File: src/rtl/pla_bist_ctrl.sv
// Exhaustive self-test sequencer for the PLA: walks every i-line vector, compares
// DUT f-lines against a reference after a settle window, and logs mismatches.
module pla_bist_ctrl #(
  parameter int IN_W   = 16,
  parameter int OUT_W  = 8,
  parameter int SETTLE = 2,
  parameter int ERR_W  = 16
) (
  input  logic             clk,
  input  logic             rst_n,
  input  logic             start,
  input  logic             abort,
  output logic [IN_W-1:0]  pla_i,
  output logic             pla_cen_n,
  input  logic [OUT_W-1:0] dut_f,
  input  logic [OUT_W-1:0] ref_f,
  output logic             busy,
  output logic             done,
  output logic             pass,
  output logic [ERR_W-1:0] err_count,
  output logic             fail_valid,
  output logic [IN_W-1:0]  first_fail_vec,
  output logic [OUT_W-1:0] first_fail_dut,
  output logic [OUT_W-1:0] first_fail_ref,
  output logic [1:0]       dbg_state
);

  typedef enum logic [1:0] {
    S_IDLE  = 2'd0,
    S_APPLY = 2'd1,
    S_CHECK = 2'd2,
    S_DONE  = 2'd3
  } state_t;

  localparam int SC_W = (SETTLE > 1) ? $clog2(SETTLE) : 1;
  localparam logic [SC_W-1:0] SC_LAST = SC_W'(SETTLE - 1);

  state_t            state_q, state_d;
  logic [SC_W-1:0]   settle_q, settle_d;
  logic [IN_W-1:0]   pla_i_q, pla_i_d;
  logic              cen_n_q, cen_n_d;
  logic              busy_q, busy_d;
  logic              done_q, done_d;
  logic              pass_q, pass_d;
  logic [ERR_W-1:0]  err_q, err_d;
  logic              fv_q, fv_d;
  logic [IN_W-1:0]   ff_vec_q, ff_vec_d;
  logic [OUT_W-1:0]  ff_dut_q, ff_dut_d;
  logic [OUT_W-1:0]  ff_ref_q, ff_ref_d;

  logic              mismatch;
  logic [ERR_W-1:0]  err_next;

  assign mismatch = (dut_f != ref_f);
  assign err_next = (mismatch && (err_q != '1)) ? err_q + ERR_W'(1) : err_q;

  // start and abort are plain level controls sampled on each rising edge; there is
  // no handshake: start is honoured only in IDLE/DONE, abort only while a run is
  // active, and abort wins whenever both are high.
  always_comb begin
    state_d  = state_q;
    settle_d = settle_q;
    pla_i_d  = pla_i_q;
    cen_n_d  = cen_n_q;
    busy_d   = busy_q;
    done_d   = done_q;
    pass_d   = pass_q;
    err_d    = err_q;
    fv_d     = fv_q;
    ff_vec_d = ff_vec_q;
    ff_dut_d = ff_dut_q;
    ff_ref_d = ff_ref_q;
    case (state_q)
      S_IDLE, S_DONE: begin
        if (start && !abort) begin
          state_d  = S_APPLY;
          settle_d = '0;
          pla_i_d  = '0;
          cen_n_d  = 1'b0;
          busy_d   = 1'b1;
          done_d   = 1'b0;
          pass_d   = 1'b0;
          err_d    = '0;
          fv_d     = 1'b0;
          ff_vec_d = '0;
          ff_dut_d = '0;
          ff_ref_d = '0;
        end
      end
      S_APPLY: begin
        if (abort) begin
          state_d = S_IDLE;
          cen_n_d = 1'b1;
          busy_d  = 1'b0;
          done_d  = 1'b0;
          pass_d  = 1'b0;
        end else begin
          settle_d = settle_q + SC_W'(1);
          if (settle_q == SC_LAST) state_d = S_CHECK;
        end
      end
      S_CHECK: begin
        if (abort) begin
          state_d = S_IDLE;
          cen_n_d = 1'b1;
          busy_d  = 1'b0;
          done_d  = 1'b0;
          pass_d  = 1'b0;
        end else begin
          err_d = err_next;
          if (mismatch && !fv_q) begin
            fv_d     = 1'b1;
            ff_vec_d = pla_i_q;
            ff_dut_d = dut_f;
            ff_ref_d = ref_f;
          end
          // Terminal vector ends the run instead of wrapping pla_i back to zero.
          if (pla_i_q == '1) begin
            state_d = S_DONE;
            cen_n_d = 1'b1;
            busy_d  = 1'b0;
            done_d  = 1'b1;
            pass_d  = (err_next == '0);
          end else begin
            state_d  = S_APPLY;
            pla_i_d  = pla_i_q + IN_W'(1);
            settle_d = '0;
          end
        end
      end
      default: state_d = S_IDLE;
    endcase
  end

  always_ff @(posedge clk or negedge rst_n) begin
    if (!rst_n) begin
      state_q  <= S_IDLE;
      settle_q <= '0;
      pla_i_q  <= '0;
      cen_n_q  <= 1'b1;
      busy_q   <= 1'b0;
      done_q   <= 1'b0;
      pass_q   <= 1'b0;
      err_q    <= '0;
      fv_q     <= 1'b0;
      ff_vec_q <= '0;
      ff_dut_q <= '0;
      ff_ref_q <= '0;
    end else begin
      state_q  <= state_d;
      settle_q <= settle_d;
      pla_i_q  <= pla_i_d;
      cen_n_q  <= cen_n_d;
      busy_q   <= busy_d;
      done_q   <= done_d;
      pass_q   <= pass_d;
      err_q    <= err_d;
      fv_q     <= fv_d;
      ff_vec_q <= ff_vec_d;
      ff_dut_q <= ff_dut_d;
      ff_ref_q <= ff_ref_d;
    end
  end

  assign pla_i          = pla_i_q;
  assign pla_cen_n      = cen_n_q;
  assign busy           = busy_q;
  assign done           = done_q;
  assign pass           = pass_q;
  assign err_count      = err_q;
  assign fail_valid     = fv_q;
  assign first_fail_vec = ff_vec_q;
  assign first_fail_dut = ff_dut_q;
  assign first_fail_ref = ff_ref_q;
  assign dbg_state      = state_q;

endmodule
File: config.mk
export PLATFORM = sky130hd
export DESIGN_NAME = pla_bist_ctrl
export DESIGN_NICKNAME = d
export VERILOG_FILES = /design/src/rtl/pla_bist_ctrl.sv
export SDC_FILE = /design/constraint.sdc
export NUM_CORES = 1
export LEC_CHECK = 0
export CAP_MARGIN = 20
export CORE_MARGIN = 4
export CORE_UTILIZATION = 50
export CTS_BUF_LIST = sky130_fd_sc_hd__clkbuf_16
export CTS_CLUSTER_DIAMETER = 120
export DETAILED_ROUTE_END_ITERATION = 6
export PLACE_DENSITY = 0.81
export REMOVE_ABC_BUFFERS = 1
export SYNTH_ARGS = -nofsm -noshare
export SYNTH_HDL_FRONTEND = slang
export SYNTH_SLANG_ARGS = --single-unit
File: constraint.sdc
create_clock -name clk -period 5.6 [get_ports clk]
set_input_delay 0.84 -clock clk [delete_from_list [all_inputs] [get_ports clk]]
set_output_delay 0.84 -clock clk [all_outputs]
set_load 0.05 [all_outputs]
==> metrics.txt <==
status finished clean; Post-CTS Setup Bufs 0; detailed-route DRC error count 0; total of max-cap violations 0; Final setup viols 0; first-pass GRT wire length between 15000 and 20000 um; port buffer count 90; Avg Cell Area, Syn roughly 10 um^2; CTS root buf clkbuf_16; Pwr Density 298 mW/mm^2; final worst-path cycle share 0.584; Async S/R FF share, synth 1.00; Initial DRC Count 207; Rows 31; I/O pins 91; CTS Hold Bufs 0; post-route antenna net violation count 0; clk slew on worst S/H paths 0.06 ns; Syn Std Cell Area between 0.003 and 0.004 mm^2; post-layout util 0.680; CTS Buf Count 9; Initial DRT Pass Iterations 5; via density per instance 5.76; non-filler cells in the finished layout around 550; CTS resizes 0; fill count about 580; DP Cell Count 536; Final min period 3.27 ns; vias in the first global route 3138; Fin. Hold Viols 0; Die H 94.0 um; largest net degree at the start of global routing 73; Synth cell types 51; DPL Wire Length around 6000 um; Syn Inst Count 370; WL final 9100 um; Wirelength per Cell 16.5 um; Die W roughly 94 um; Post-Route Skew roughly 0.007 ns; Post-synth top cells dfrtp_1, nor2_1, a22o_1; Synthesis Warnings 0; Slew Limit Headroom 0.309; clock insertion delay at the later pin of the skew report 0.33 ns; fmax slightly above 0.3 GHz; number of flops mapped to enable cells by yosys 0; CTS tree done; routability cong. 0.878; Req. time, crit path about 5.8 ns; number of diodes 0; Core ar. 0.00721 mm^2; Worst Path Arrival ~3.5 ns; VDD IR max around 0.00026 V; Power, Total 1.46 mW; grt total ovfl 0; Setup crit end kind flop; worst setup path category in -> reg; RSZ-0062 raised after global routing false; Main synth FF type dfrtp_1; leakage 2.03 nW; actual slew at the worst max-slew pin 1.03 ns; Hold WC Path Type reg -> reg; ranking of synthesized cells by area dfrtp_1, a22o_1, nor2_1, xor2_1, xnor2_1; top-area cell type share of the netlist area 0.481; register area share after synthesis 0.488; layout cells sized above 1 0.0771; Clock Sinks 72; Final #Nets 473; Die Area 0.00883 mm^2; fin. max-slew vios 0; Total GRT Usage 0.219; most common cell in the netlist dfrtp_1; P&R area growth vs syn 32.6%; vias ~3.2k; Initial Util 0.512; depth of the CTS H-tree 3; initial antenna violation count 0; area leader, netlist dfrtp_1; setup TNS 0 ns; worst-path maximum fanout 13; FF+latch count, synth 72; Worst setup SP type primary input; Max Root-Sink Buffers 2
==> area by class of cell <==
| type | count | area (um^2) | share of cell area |
|---|---|---|---|
| clock buffers | 9 | 225 | 0.0459 |
| clock inverters | 7 | 50.0 | 0.0102 |
| inverters | 8 | 30.0 | 0.00613 |
| multi-input cells | 266 | 1740 | 0.354 |
| flip-flops and latches | 72 | 1800 | 0.368 |
| well taps | 99 | 124 | 0.0253 |
| repair buffers | 92 | 933 | 0.190 |
==> cell families after synthesis <==
| family | synth area share |
|---|---|
| simple gates | 0.193 |
| mux | 0.0112 |
| buf+inv | 0.0430 |
| flops | 0.488 |
| fa+ha+maj | 0.0135 |
| xor+xnor | 0.0640 |
| compound gates | 0.188 |
==> through the flow <==
stage | hold WS (ns) | setup slack [ns] | area (um^2)
after global placement | 0.471 | 2.02 | 4600
final | 0.477 | 2.33 | 4900
after CTS | 0.488 | 2.35 | 4870
after detailed placement | 0.474 | 2.03 | 4600
after global routing | 0.523 | 2.17 | 4900
after floorplan | 0.511 | 2.20 | 3570
==> per-layer routing <==
layer,track usage,vias up,share of wire
li1,-,1508,-
met1,0.309,1565,0.45
met2,0.341,100,0.48
met3,0.0369,11,0.056
met5,0,-,0
met4,0.0794,0,0.017
==> registers in the layout, indices dropped and copies added, names as in the netlist, 2 cells and up <==
signal,count
first_fail_ref,8
err_count,16
dbg_state,2
first_fail_vec,16
pla_i,16
first_fail_dut,8
==> worst paths after layout <==
path / from / to / slack, ns / cells after the start
max: ref_f[5] / pass / 2.33 / 8
max reg2reg: dbg_state[0] / first_fail_vec[10] / 2.47 / 8
min in group asynchronous: rst_n / err_count[13] / 0.63 / 1
min reg2reg: done / done / 0.48 / 2
min: done / done / 0.48 / 2
max in group asynchronous: rst_n / first_fail_vec[3] / 4.40 / 1
==> critical path, stage by stage <==
cell and delay (ns):
clkdlybuf4s50_1 0.51, xor2_1 0.20, nor4_2 0.08, and2_4 0.22, nor2_1 0.56, a41oi_1 0.25
or4_4 0.59, o31ai_2 0.24
==> power by group <==
group,total [mW],switching (mW),internal [mW]
clock network,0.521,0.222,0.299
logic,0.357,0.241,0.116
registers,0.581,0.0288,0.552
==> placed cells by master (no fill, tap or decap), types with 3 or more instances in the layout <==
| cell | n |
|---|---|
| nor4_2 | 3 |
| clkinv_4 | 3 |
| nand2_1 | 24 |
| o21ai_0 | 22 |
| and3_1 | 5 |
| nor2_1 | 43 |
| a22o_1 | 34 |
| clkdlybuf4s50_1 | 89 |
| inv_1 | 9 |
| xnor2_1 | 13 |
| o31ai_1 | 9 |
| o31a_1 | 3 |
| ha_1 | 4 |
| nand3_1 | 19 |
| nor4_1 | 3 |
| a41oi_1 | 3 |
| nor3_1 | 6 |
| nand4_1 | 12 |
| xor2_1 | 14 |
| clkbuf_16 | 9 |
| dfrtp_1 | 71 |
| a21oi_1 | 11 |
| and4_4 | 3 |
| mux2i_1 | 3 |
No activity file was read; power rests on OpenSTA's default activity.
